<file path="config.mk">
export PLATFORM = sky130hd
export DESIGN_NAME = rca_nibble_sequencer
export DESIGN_NICKNAME = d
export VERILOG_FILES = /design/src/rtl/rca_seq_pkg.sv /design/src/rtl/rca4_slice.sv /design/src/rtl/rca_nibble_sequencer.sv
export SDC_FILE = /design/constraint.sdc
export NUM_CORES = 1
export LEC_CHECK = 0
export ABC_AREA = 1
export BUFFER_PORTS_ARGS = -buffer_cell sky130_fd_sc_hd__buf_2
export CAP_MARGIN = 10
export CELL_PAD_IN_SITES_DETAIL_PLACEMENT = 0
export CELL_PAD_IN_SITES_GLOBAL_PLACEMENT = 1
export CORE_MARGIN = 2
export CORE_UTILIZATION = 31
export DETAILED_ROUTE_END_ITERATION = 10
export PLACE_DENSITY_LB_ADDON = 0.12
export SLEW_MARGIN = 15
export SYNTH_ARGS = -nofsm -noshare
export SYNTH_HDL_FRONTEND = slang
export SYNTH_SLANG_ARGS = --single-unit
</file>
<file path="constraint.sdc">
create_clock -name clk -period 7.1 [get_ports clk]
set_input_delay 1.42 -clock clk [delete_from_list [all_inputs] [get_ports clk]]
set_output_delay 1.42 -clock clk [all_outputs]
set_load 0.05 [all_outputs]
</file>
<file path="src/rtl/rca_seq_pkg.sv">
// Shared types and constants for the nibble-serial ripple-carry adder sequencer.
package rca_seq_pkg;

  typedef enum logic [1:0] {
    IDLE = 2'd0,
    RUN  = 2'd1,
    DONE = 2'd2
  } state_t;

  localparam int SLICE_W = 4;

endpackage

</file>
<file path="src/rtl/rca4_slice.sv">
// Purely combinational 4-bit ripple-carry adder slice.
// With RCA_SEQ_OVF_EN defined it also exposes c3, the carry into bit 3, for overflow detection.
module rca4_slice (
  input  logic [3:0] a,
  input  logic [3:0] b,
  input  logic       cin,
  output logic [3:0] sum,
  output logic       cout
`ifdef RCA_SEQ_OVF_EN
  ,
  output logic       c3
`endif
);

  logic c1_s;
  logic c2_s;
  logic c3_s;

  assign sum[0] = a[0] ^ b[0] ^ cin;
  assign c1_s   = (a[0] & b[0]) | (cin & (a[0] ^ b[0]));
  assign sum[1] = a[1] ^ b[1] ^ c1_s;
  assign c2_s   = (a[1] & b[1]) | (c1_s & (a[1] ^ b[1]));
  assign sum[2] = a[2] ^ b[2] ^ c2_s;
  assign c3_s   = (a[2] & b[2]) | (c2_s & (a[2] ^ b[2]));
  assign sum[3] = a[3] ^ b[3] ^ c3_s;
  assign cout   = (a[3] & b[3]) | (c3_s & (a[3] ^ b[3]));

`ifdef RCA_SEQ_OVF_EN
  assign c3 = c3_s;
`endif

endmodule

</file>
<file path="src/rtl/rca_nibble_sequencer.sv">
// Multi-cycle W-bit adder that sequences one shared 4-bit slice, LSB nibble first.
// Optional signed-overflow output is enabled by defining RCA_SEQ_OVF_EN.
module rca_nibble_sequencer
  import rca_seq_pkg::*;
#(
  parameter int NIBBLES = 4
) (
  input  logic                         clk,
  input  logic                         rst_n,
  input  logic                         start,
  input  logic [SLICE_W*NIBBLES-1:0]   a,
  input  logic [SLICE_W*NIBBLES-1:0]   b,
  input  logic                         cin,
  output logic                         ready,
  output logic                         busy,
  output logic                         done,
  output logic [SLICE_W*NIBBLES-1:0]   sum,
  output logic                         cout
`ifdef RCA_SEQ_OVF_EN
  ,
  output logic                         ovf
`endif
);

  localparam int W     = SLICE_W * NIBBLES;
  localparam int IDX_W = (NIBBLES > 1) ? $clog2(NIBBLES) : 1;
  localparam logic [IDX_W-1:0] IDX_ONE  = IDX_W'(1'b1);
  localparam logic [IDX_W-1:0] IDX_LAST = IDX_W'(NIBBLES - 1);

  state_t            state_r;
  logic [IDX_W-1:0]  idx_r;
  logic [W-1:0]      a_r;
  logic [W-1:0]      b_r;
  logic              carry_r;
  logic [W-1:0]      sum_r;
  logic              cout_r;

  logic [3:0]        nib_a_s;
  logic [3:0]        nib_b_s;
  logic [3:0]        nib_sum_s;
  logic              nib_cout_s;
  logic [W-1:0]      nib_mask_s;
  logic [W-1:0]      nib_ins_s;

  // The shift amount is idx*4; shifting avoids oversized part-select indices.
  assign nib_a_s    = 4'(a_r >> {idx_r, 2'b00});
  assign nib_b_s    = 4'(b_r >> {idx_r, 2'b00});
  assign nib_mask_s = W'(4'hF) << {idx_r, 2'b00};
  assign nib_ins_s  = W'(nib_sum_s) << {idx_r, 2'b00};

`ifdef RCA_SEQ_OVF_EN
  logic nib_c3_s;
  logic ovf_r;

  rca4_slice u_slice (
    .a    (nib_a_s),
    .b    (nib_b_s),
    .cin  (carry_r),
    .sum  (nib_sum_s),
    .cout (nib_cout_s),
    .c3   (nib_c3_s)
  );
`else
  rca4_slice u_slice (
    .a    (nib_a_s),
    .b    (nib_b_s),
    .cin  (carry_r),
    .sum  (nib_sum_s),
    .cout (nib_cout_s)
  );
`endif

  // Control FSM together with operand, carry, index and result registers.
  always_ff @(posedge clk or negedge rst_n) begin
    if (!rst_n) begin
      state_r <= IDLE;
      idx_r   <= '0;
      a_r     <= '0;
      b_r     <= '0;
      carry_r <= 1'b0;
      sum_r   <= '0;
      cout_r  <= 1'b0;
`ifdef RCA_SEQ_OVF_EN
      ovf_r   <= 1'b0;
`endif
    end else begin
      case (state_r)
        IDLE, DONE: begin
          if (start) begin
            state_r <= RUN;
            idx_r   <= '0;
            a_r     <= a;
            b_r     <= b;
            carry_r <= cin;
            sum_r   <= '0;
            cout_r  <= 1'b0;
`ifdef RCA_SEQ_OVF_EN
            ovf_r   <= 1'b0;
`endif
          end else begin
            state_r <= IDLE;
          end
        end
        RUN: begin
          sum_r   <= (sum_r & ~nib_mask_s) | nib_ins_s;
          carry_r <= nib_cout_s;
          idx_r   <= idx_r + IDX_ONE;
          if (idx_r == IDX_LAST) begin
            state_r <= DONE;
            cout_r  <= nib_cout_s;
`ifdef RCA_SEQ_OVF_EN
            ovf_r   <= nib_c3_s ^ nib_cout_s;
`endif
          end else begin
            state_r <= RUN;
          end
        end
        default: begin
          state_r <= IDLE;
        end
      endcase
    end
  end

  assign ready = (state_r == IDLE) || (state_r == DONE);
  assign busy  = (state_r == RUN);
  assign done  = (state_r == DONE);
  assign sum   = sum_r;
  assign cout  = cout_r;
`ifdef RCA_SEQ_OVF_EN
  assign ovf   = ovf_r;
`endif

endmodule
</file>
==> out/qor.txt <==
Die Footprint -> 9810 µm²
Largest net degree at the start of global routing -> 59
Synth Warn # -> 0
Syn avg cell area -> 8.31 µm²
Ports -> 56
CTS tree -> done
Hold Startpoint -> a_r[8]
CP cell instances -> inv_1, nand3_1, nand2_1, fa_1, inv_1, fa_1, inv_1, fa_1, inv_1, fa_1, nand3_1, nand2_1, nand2_1, nand2_1
Post-Syn Nets -> 381
Distinct cells, synth -> 22
Die Ht -> 99.1 µm
Pwr/cell area -> 523 nW/µm²
# rows -> 34
Status -> finished clean
XOR/XNOR Fraction of Synth Area -> 0%
Number of port buffers -> 55
Post CTS Setup Buffer Count -> 0
Endpoint type of the worst setup path -> register
Number of global-route vias before repair -> 2195
Post-synth EDFFs -> 0
Worst r2r src -> idx_r[1]
Most common cell in the netlist -> nand2_1
Vias -> 2212
Final Cycle Share -> 45.5%
Tot Pwr -> 1.65 mW
Hold endpoint -> a_r[8]
Wire per inst -> 13.3 µm
ANT cells -> 0
Share of post-route cells with drive strength above 1 -> 23.5%
First-pass GRT wire length -> 11200 µm
Synth top area share -> 48.2%
Post-route insts no fill -> 491
CTS Sinks -> 54
Layout area overhead -> 12.9%
Reg2reg path depth -> 14
WP buf/inv -> 4
Maxcap violations -> 0
DR pass1 iterations -> 4
Worst vdd ir -> 0.175 mV
Critical Path Max Stage Delay -> 0.72 ns
DP Cell Count -> 484
All-Layer GR Usage -> 14.2%
R2R Setup Slk -> 3.87 ns
Cell taking the most area after synthesis -> dfrtp_1
Antenna violations before repair -> 0
CP required -> 7.32 ns
CTS buffer count -> 5
Post-synth top cells -> nand2_1 (111), nand3_1 (58), dfrtp_1 (54)
Crit-path slowest cell -> dfrtp_1
Setup TNS -> 0 ns
Starting Density -> 32.0%
Worst hold-check path type -> reg2reg
Mapped Area -> 2800 µm²
WP data arrival -> 3.44 ns
Htree depth -> 2
Pins Over Slew Limit -> 0
Top cells by area, synth -> dfrtp_1 (48%), nand2_1 (15%), nand3_1 (10%)
Post-DP HPWL -> 4600 µm
Drt drc -> 0
Post_cts resized -> 0
Util after Layout -> 36.1%
# setup viols final -> 0
Mux contribution to synthesized area -> 0%
Core ar. -> 8760 µm²
WHS -> 0.485 ns
Post-synthesis compound-gate area fraction -> 3.75%
Crit path from -> idx_r[1]
Grt total ovfl -> 0
Avg Vias per Cell -> 4.51
Post-Synth Simple-Gate Area -> 34.2%
FILL cells -> 958
Worst-Margin Slew -> 0.700 ns
Max FO, Critical Path -> 16
Synth Area in Adders -> 4.64%
Setup repair after global routing missed its margin -> no
Sequential area share after synthesis -> 48.2%
R2r endpoint -> sum[11]
Root Buffer -> clkbuf_8
Asr flop ratio synth -> 100%
CP top delay family -> adder cells
Slew margin rel. -> 53.3%
Worst Skew -> 0.00947 ns
CP Launch Type -> register
Main combinational cell family by area after synthesis -> simple AND/OR/NAND/NOR gates
Routability cong. -> 0.774
Drt total wl -> 6540 µm
Leakage power -> 1.75 nW
Ys flop type -> dfrtp_1
Final #Nets -> 427
Mapped Cells -> 337
Peak Freq -> 310 MHz
Final worst path period need -> 3.23 ns
Max clock buf depth -> 2
Reg clk slew, reported paths -> 0.10 ns
Final hold viol count -> 0
Critical path class -> reg2reg
# hold bufs at CTS -> 0
Initial DRC count -> 67
Post-DRT Antenna Nets -> 0
Hold depth -> 2
Seq cells post-synth -> 54
Worst-Skew Late Latency -> 0.31 ns
Die X -> 99.1 µm
-- metrics by stage --
step                      setup slack, ns  area, µm²
after floorplan                      4.37       2800
after global placement               3.96       3080
after detailed placement             3.83       3080
after CTS                            3.84       3160
after global routing                 3.52       3160
final                                3.87       3160
-- registers in the layout (all words and copies together) (netlist names) --
signal and count:
idx_r 2, carry_r 1, sum 16, cout 1, b_r 16, state_r 2
a_r 16
-- cell type report --
class                           instances  area [µm²]  share of cell area [%]
Clock buffer                            5        68.8                    2.18
Clock inverter                          2        10.0                   0.316
Inverter                               27         114                    3.60
Multi-Input combinational cell        238        1190                    37.7
Sequential cell                        54        1350                    42.7
Tap cell                              108         135                    4.27
Timing Repair Buffer                   57         290                    9.18
-- per-layer routing --
layer	GRT usage [%]	share of wire, %	vias to the layer above
met5	0	0	-
met1	21.0	52	1020
met4	2.53	0.66	0
met2	21.5	43	41
li1	-	-	1147
met3	3.19	4.2	4
-- cell usage in the layout (no fill, tap or decap), drive strengths merged --
| cell | netlist | final |
|---|---|---|
| ha | 4 | 4 |
| dfrtp | 54 | 54 |
| inv | 27 | 27 |
| nor2 | 20 | 20 |
| buf | 17 | 57 |
| clkbuf | 1 | 5 |
| clkinv | 0 | 2 |
| nand2 | 133 | 133 |
| nand3 | 58 | 58 |
| fa | 4 | 4 |
| a21oi | 8 | 8 |
| o211ai | 4 | 4 |
| o21ai | 7 | 7 |
-- logic make-up after synthesis --
logic type               after synthesis
buffers and inverters                 45
AND/OR/NAND/NOR                      211
AO/OA/AOI/OAI                         19
adder cells (fa/ha/maj)                8
flip-flops                            54
-- worst min-delay path, cell delays in order (launching register included) --
cell	delay, ns
dfrtp_1	0.36
nand2_1	0.05
nand2_1	0.05
-- report_power, final --
part | switching [mW] | internal [mW] | leakage [nW] | total [mW]
Combinational | 0.646 | 0.295 | 1.04 | 0.941
Sequential | 0.100 | 0.444 | 0.670 | 0.544
Clock | 0.103 | 0.0667 | 0.0438 | 0.170
-- worst max-delay path by stage --
stage	end	slack, ns	cells after the start
6_report	sum[11]	3.87	14
5_1_grt	sum[11]	3.52	14
4_1_cts	sum[11]	3.84	14
3_5_place_dp	sum[11]	3.83	14
3_3_place_gp	sum[11]	3.96	14
2_1_floorplan	sum[11]	4.37	16
No activity file was read; power rests on OpenSTA's default activity.
